## config.mk

```make
export PLATFORM = sky130hd
export DESIGN_NAME = pipeline_interlock
export DESIGN_NICKNAME = d
export VERILOG_FILES = /design/src/rtl/pipeline_interlock.sv
export SDC_FILE = /design/constraint.sdc
export NUM_CORES = 1
export LEC_CHECK = 0
export ABC_CLOCK_PERIOD_IN_PS = 4200
export CORE_MARGIN = 4
export CORE_UTILIZATION = 52
export DETAILED_ROUTE_END_ITERATION = 16
export PLACE_DENSITY_LB_ADDON = 0.15
export SLEW_MARGIN = 5
export SYNTH_ARGS = -nofsm -noshare
export SYNTH_HDL_FRONTEND = slang
export SYNTH_SLANG_ARGS = --single-unit
```

## constraint.sdc

```tcl
create_clock -name clk -period 4.2 [get_ports clk]
set_input_delay 0.42 -clock clk [delete_from_list [all_inputs] [get_ports clk]]
set_output_delay 0.42 -clock clk [all_outputs]
set_load 0.02 [all_outputs]
```

## src/rtl/pipeline_interlock.sv

```systemverilog
// pipeline_interlock: hazard and stall controller for the five-stage F D E M W
// pipeline. Keeps a 2-bit countdown per architectural register for results that
// are not yet forwardable, stalls decode on RAW / load-use hazards, freezes the
// whole pipe during data-cache misses (with a sticky timeout flag) and flushes
// decode on taken branches.
//
// Ports:
//   clk, reset            pipeline clock (rising edge), async active-low reset
//   d_valid               decode holds a real instruction
//   d_rs1/_used, d_rs2/_used, d_rd, d_writes, d_is_load   decode operand info
//   e_branch_taken        branch resolved taken in E this cycle
//   icache_busy           instruction cache servicing a miss
//   dcache_busy           data cache servicing a miss
//   stall                 decode hazard: hold F and D, bubble into E
//   stall_f               hold PC and F/D register
//   bubble_e              write nop into D/E register
//   flush_d               kill F/D contents
//   freeze                hold every pipeline register
//   mem_timeout           sticky: a miss lasted MEM_TIMEOUT cycles
//   pending               bit i set while register i has an in-flight result
//
// state       | meaning
// ST_RUN      | normal operation; a dcache miss starts the wait count
// ST_MEM_WAIT | data-cache miss in progress; wait counter runs
module pipeline_interlock #(
   parameter int NUM_REGS       = 32,
   parameter int REG_ADDR_WIDTH = 5,
   parameter int ALU_READY      = 1,
   parameter int LOAD_READY     = 2,
   parameter int MEM_TIMEOUT    = 64
) (
   input  logic                      clk,
   input  logic                      reset,
   input  logic                      d_valid,
   input  logic [REG_ADDR_WIDTH-1:0] d_rs1,
   input  logic                      d_rs1_used,
   input  logic [REG_ADDR_WIDTH-1:0] d_rs2,
   input  logic                      d_rs2_used,
   input  logic [REG_ADDR_WIDTH-1:0] d_rd,
   input  logic                      d_writes,
   input  logic                      d_is_load,
   input  logic                      e_branch_taken,
   input  logic                      icache_busy,
   input  logic                      dcache_busy,
   output logic                      stall,
   output logic                      stall_f,
   output logic                      bubble_e,
   output logic                      flush_d,
   output logic                      freeze,
   output logic                      mem_timeout,
   output logic [NUM_REGS-1:0]       pending
);

   localparam int WAIT_W = $clog2(MEM_TIMEOUT + 1);
   localparam logic [1:0]        ALU_LAT  = 2'(ALU_READY);
   localparam logic [1:0]        LOAD_LAT = 2'(LOAD_READY);
   localparam logic [WAIT_W-1:0] WAIT_MAX = WAIT_W'(MEM_TIMEOUT);

   typedef enum logic {ST_RUN, ST_MEM_WAIT} state_t;

   state_t              r_state, w_state_nxt;
   logic [WAIT_W-1:0]   r_wait, w_wait_nxt;
   logic                r_timeout, w_timeout_nxt;

   logic [NUM_REGS-1:0] w_pend;
   logic                w_haz;
   logic                w_freeze;
   logic                w_flush;
   logic                w_stall;
   logic                w_issue;

   // Freeze follows the miss directly so it drops in the same cycle the cache
   // releases; the FSM only tracks how long the miss has lasted. Gating with
   // reset keeps every output low while reset is asserted.
   assign w_freeze = reset & dcache_busy;
   assign w_flush  = reset & e_branch_taken & ~w_freeze;
   assign w_haz    = d_valid & ((d_rs1_used & w_pend[d_rs1]) |
                                (d_rs2_used & w_pend[d_rs2]));
   assign w_stall  = w_haz & ~w_freeze & ~w_flush;
   assign w_issue  = d_valid & ~w_haz & ~w_freeze & ~w_flush;

   assign stall       = w_stall;
   assign bubble_e    = w_stall | w_flush;
   assign flush_d     = w_flush;
   assign stall_f     = w_stall | (reset & icache_busy & ~w_flush);
   assign freeze      = w_freeze;
   assign mem_timeout = r_timeout;
   assign pending     = w_pend;

   // Scoreboard: r0 never pends; others load on issue and count down when unfrozen.
   for (genvar g = 0; g < NUM_REGS; g++) begin : g_sb
      if (g == 0) begin : g_zero
         assign w_pend[g] = 1'b0;
      end else begin : g_cnt
         logic [1:0] r_cnt;
         logic       w_load;

         assign w_load    = w_issue & d_writes & (d_rd == REG_ADDR_WIDTH'(g));
         assign w_pend[g] = (r_cnt != 2'd0);

         always_ff @(posedge clk or negedge reset) begin
            if (!reset) begin
               r_cnt <= 2'd0;
            end else if (!w_freeze) begin
               if (w_load)
                  r_cnt <= d_is_load ? LOAD_LAT : ALU_LAT;
               else if (r_cnt != 2'd0)
                  r_cnt <= r_cnt - 2'd1;
            end
         end
      end
   end

   always_ff @(posedge clk or negedge reset) begin
      if (!reset) begin
         r_state   <= ST_RUN;
         r_wait    <= '0;
         r_timeout <= 1'b0;
      end else begin
         r_state   <= w_state_nxt;
         r_wait    <= w_wait_nxt;
         r_timeout <= w_timeout_nxt;
      end
   end

   always_comb begin
      w_state_nxt   = r_state;
      w_wait_nxt    = r_wait;
      w_timeout_nxt = r_timeout;
      if (r_state == ST_RUN) begin
         if (dcache_busy) begin
            w_state_nxt = ST_MEM_WAIT;
            w_wait_nxt  = WAIT_W'(1);
         end
      end else begin
         if (!dcache_busy) begin
            w_state_nxt = ST_RUN;
            w_wait_nxt  = '0;
         end else if (r_wait != WAIT_MAX) begin
            w_wait_nxt = r_wait + WAIT_W'(1);
         end
      end
      // Registered so the flag is visible in the cycle whose count equals MEM_TIMEOUT.
      if (w_state_nxt == ST_MEM_WAIT && w_wait_nxt == WAIT_MAX)
         w_timeout_nxt = 1'b1;
   end

endmodule

```

# Yosys cells after proc, flatten, opt, wreduce, memory -nomap -nowiden
# Index checks and enable logic that the tools add are counted.
# word_totals
regBits	71
input_bits	25
out_inout_bits	38
# classes
addsub	32
n_lt_le_gt_ge	2
eq_ne	33
mux	72
bitwise	51
n_reduce_logical	94
# op_table
cell	n
$mux 2	63
$reduce_bool 2->1	62
$eq 5x5->1 const B	16
$reduce_and 2->1	31
$sub 2x1->2 const B	31
$and 1x1->1	45
$eq 5x4->1 const B	8
$mux 7	4
$eq 5x3->1 const B	4
$lt 5x6->1 const B	2
$bmux 1 s5	2
$eq 5x2->1 const B	2
$add 7x1->7 const B	1
$eq 7x7->1 const B	1
$ne 7x7->1 const B	1
$eq 5x1->1 const B	1
$mux 1	3
$not 1->1	3
$or 1x1->1	3
$logic_and 1x1->1	1

# Logic depth before layout (Yosys ltp)
# logic_depth
word_depth	14
ltp_mapped	10
ltp_nobuf	9

# Least setup slack after synthesis
# No wires, ideal clock.
# synth_timing
path_kind	flip-flop to output port
startpoint	register g_sb[12].g_cnt.r_cnt[0]
endpoint	output port stall_f
arrival_ps	2442
required_ps	3780
slack_ps	1338
path_stages_with_launch	10
path_buffers	1
path_cell_list	dfrtp_1 -> inv_1 -> ha_1 -> mux4_2 -> a311oi_2 -> nand4_4 -> nand2_4 -> buf_2 -> nand3_1 -> a21oi_1
# synth_between
elab_chain_cells	9
# synth_lines
element	line_no	rtl
from (decl)	95	logic [1:0] r_cnt;
from (signal assigned)	106	r_cnt <= d_is_load ? LOAD_LAT : ALU_LAT;
from (signal assigned)	108	r_cnt <= r_cnt - 2'd1;
$reduce_bool 2->1 *	99	assign w_pend[g] = (r_cnt != 2'd0);
$bmux 1 s5 (on tied branches)	77, 78	
$mux 1 (on tied branches)	77, 78	
$and 1x1->1 (on tied branches)	77, 78	
$or 1x1->1 *	77	assign w_haz = d_valid & ((d_rs1_used & w_pend[d_rs1]) |
$and 1x1->1 *	77	
$and 1x1->1 * (2 in series)	79	assign w_stall = w_haz & ~w_freeze & ~w_flush;
$or 1x1->1 *	85	assign stall_f = w_stall | (reset & icache_busy & ~w_flush);
to (decl)	46	output logic stall_f,
# Every way passes the cells marked *; elsewhere a longest branch is shown, timed or not. The select of a mux whose other input is x is not followed.

# Worst setup path in the final report
# layout_timing
startpoint	input port d_rs1[0]
endpoint	output port stall_f
# layout_between
elab_chain_cells	8
# layout_lines
element	line_no	rtl
from (decl)	35	input logic [REG_ADDR_WIDTH-1:0] d_rs1,
$bmux 1 s5	77	
$mux 1 (not written as such)	77	
$and 1x1->1	77	
$or 1x1->1	77	
$and 1x1->1	77	
$and 1x1->1 (2 in series)	79	
$or 1x1->1	85	
# Every way passes these cells. The select of a mux whose other input is x is not followed.

==> metrics <==
status complete, no violations; Lkg Pwr 3.07 nW; Initial Util 53.6%; total core area 10900 sq um; GRT Total Usage 26.0%; Critical Path RT 3.78 ns; register area share after synthesis 30.3%; Fmax 263 MHz; vias 5656; area leader, netlist dfrtp_1; maximum capacitance violations 0; wire per inst 18.5 um; Mapped Avg Cell Area 8.24 sq um; first-pass GRT wire length 27.1 mm; TritonRoute pass-1 iters 7; Crit Path Category input pin to output pin; floorplan row count 38; worst skew pair latency 0.34 ns; DRC 0; Routed WL 16.6 mm; Post-synth top flop dfrtp_1; VDD IR max 0.359 mV; Final Skew 0.00540 ns; FFs w/ async S/R, synth 100%; clock sink count 71; GR Overflow Total 0; Tightest Pin Transition 0.787 ns; synth top area cells dfrtp_1 (30%), ha_1 (7.0%), inv_1 (6.6%); IO Count 63; TritonCTS clock tree done; vias in the first global route 5339; fin. max-slew vios 0; syn nets 769; Clock transition at path regs 0.06 ns; design area 6840 sq um; synth warn 0; H-Tree Depth 3; Worst R2R Setup Slack 1.37 ns; slew margin rel. 47.0%; hpwl dp 12.0 mm; Final Cycle Share 90.5%; routed vias/inst 6.31; Post-synth EDFFs 0; post-synthesis cell count 711; CTS root buf clkbuf_16; Post-Syn Area 5860 sq um; die width 114 um; most frequent cell after synthesis inv_1; fin nets 809; largest net degree at the start of global routing 54; Power Density 686 nW/um^2; RSZ-0062 raised after global routing no; crit path DAT 3.38 ns; crit path capture type output pin; area grow syn2layout 16.8%; Hold Crit Class flop to flop; # fillers 983; Hold Slack 0.477 ns; Startpoint Class input pin; die area 13000 sq um; Final ANT Viol Nets 0; Fin. Hold Viols 0; Diodes inserted 0; count of final setup violators 0; minimum clock period 3.80 ns; post-synth top area share 30.3%; TNS Setup 0 ns; post-placement cell count 879; DRT iter0 DRCs 465; layout cells sized above 1 7.14%; Layout Utilization 62.6%; Die Span Y 114 um; Post-Layout Cell Count 896; Synth Register Bits 71; Synth cell types 64; CP max FO 13; Synth top cells by count inv_1 (103), dfrtp_1 (71), nand3_1 (52), nor2_1 (52), nand2_1 (46); Post-CTS Resized 0; Area after DPL 6500 sq um; port buffer count 61; Max clock buf depth 2; number of antenna violations at the first check in global routing 0; CTS Buf Count 9; routability cong. 0.904
==> worst max-delay path, stage by stage <==
cell             delay [ns]
clkdlybuf4s50_1        0.85
mux4_2                 0.59
a221oi_2               0.35
nand4_4                0.16
nand2_4                0.11
nand3_1                0.12
a21oi_1                0.15
clkdlybuf4s50_1        0.62
==> cell families (layout without fill, tap and decap cells) <==
family	count (synthesis)	count (layout)	synth area share, %
flops	71	71	30.3
xor+xnor	2	2	0.299
fa+ha+maj	33	33	7.05
compound gates	170	170	22.2
simple gates	260	260	23.5
mux	26	26	6.19
buf+inv	148	193	10.4
other cells	1	1	0.0640
==> worst paths after layout <==
check | start | to | depth (start not counted)
max | d_rs1[0] | stall_f | 8
min | mem_timeout | mem_timeout | 1
max reg2reg | g_sb[8].g_cnt.r_cnt[0] | g_sb[3].g_cnt.r_cnt[0] | 9
min reg2reg | mem_timeout | mem_timeout | 1
max in group asynchronous | reset | g_sb[19].g_cnt.r_cnt[1] | 3
min in group asynchronous | reset | r_wait[0] | 2
==> repair_timing <==
action | in CTS | in global routing
hold buffers | 1 | 0
setup buffers | 0 | 0
setup endpoints to repair | 0 | 0
endpoints found under the hold margin | 21 | 0
==> cells in the final DEF, fill, tap and decap left out, types with 4 or more instances in the layout <==
| cell | netlist | layout |
|---|---|---|
| o32ai_1 | 21 | 21 |
| nor4_1 | 26 | 26 |
| a211oi_1 | 8 | 8 |
| dfrtp_1 | 71 | 71 |
| nand3_1 | 52 | 52 |
| and3_1 | 10 | 10 |
| buf_4 | 2 | 11 |
| a221oi_1 | 6 | 6 |
| mux4_2 | 8 | 8 |
| o22ai_1 | 6 | 6 |
| nor2_1 | 52 | 52 |
| a311o_1 | 7 | 7 |
| a2bb2oi_1 | 23 | 23 |
| nor2b_1 | 6 | 6 |
| ha_1 | 33 | 33 |
| clkbuf_8 | 0 | 5 |
| nand2b_1 | 5 | 5 |
| nand4_1 | 7 | 7 |
| inv_1 | 103 | 103 |
| nand4b_1 | 7 | 7 |
| a21oi_1 | 27 | 27 |
| o32a_1 | 4 | 4 |
| o2111ai_1 | 5 | 5 |
| clkdlybuf4s50_1 | 0 | 60 |
| mux2i_1 | 16 | 16 |
| or4_1 | 4 | 4 |
| nor3b_1 | 5 | 5 |
| clkbuf_16 | 0 | 9 |
| a21o_1 | 15 | 15 |
| and2_1 | 5 | 5 |
| nor3_1 | 21 | 21 |
| nand2_1 | 46 | 45 |
| a31oi_1 | 5 | 5 |
| o21ai_0 | 14 | 14 |
==> area by class of cell <==
class                   count  area, sq um  area share (%)
inverters                 105          394            5.76
clock inverters             2         35.0           0.512
multi-input cells         492         3470            50.8
well taps                 140          175            2.56
clock buffers              14          294            4.30
repair buffers             72          693            10.1
flip-flops and latches     71         1780            26.0
==> through the flow <==
step / power (mW) / worst slack (ns)
3_5_place_dp: 3.86 / 0.419
2_1_floorplan: 3.05 / 1.34
3_3_place_gp: 3.73 / 0.437
6_report: 4.69 / 0.399
4_1_cts: 4.72 / 0.388
5_1_grt: 5.08 / 0.212
==> per-layer routing <==
metal	vias to the layer above	share of wire (%)	global-route usage [%]
li1	2699	-	-
met1	2749	43	35.4
met2	179	46	40.6
met3	29	7.8	6.55
met4	0	2.3	8.31
met5	-	0	0
==> power breakdown <==
part	switching, mW	internal (mW)	total [mW]
Sequential	0.169	1.01	1.18
Clock	0.296	0.540	0.836
Combinational	1.48	1.20	2.68
==> state kept, by name, summed over array words and instances, names as in the netlist <==
| register | count |
|---|---|
| g_sb.g_cnt.r_cnt | 62 |
| r_state | 1 |
| mem_timeout | 1 |
| r_wait | 7 |
(Power assumes the default switching activity.)
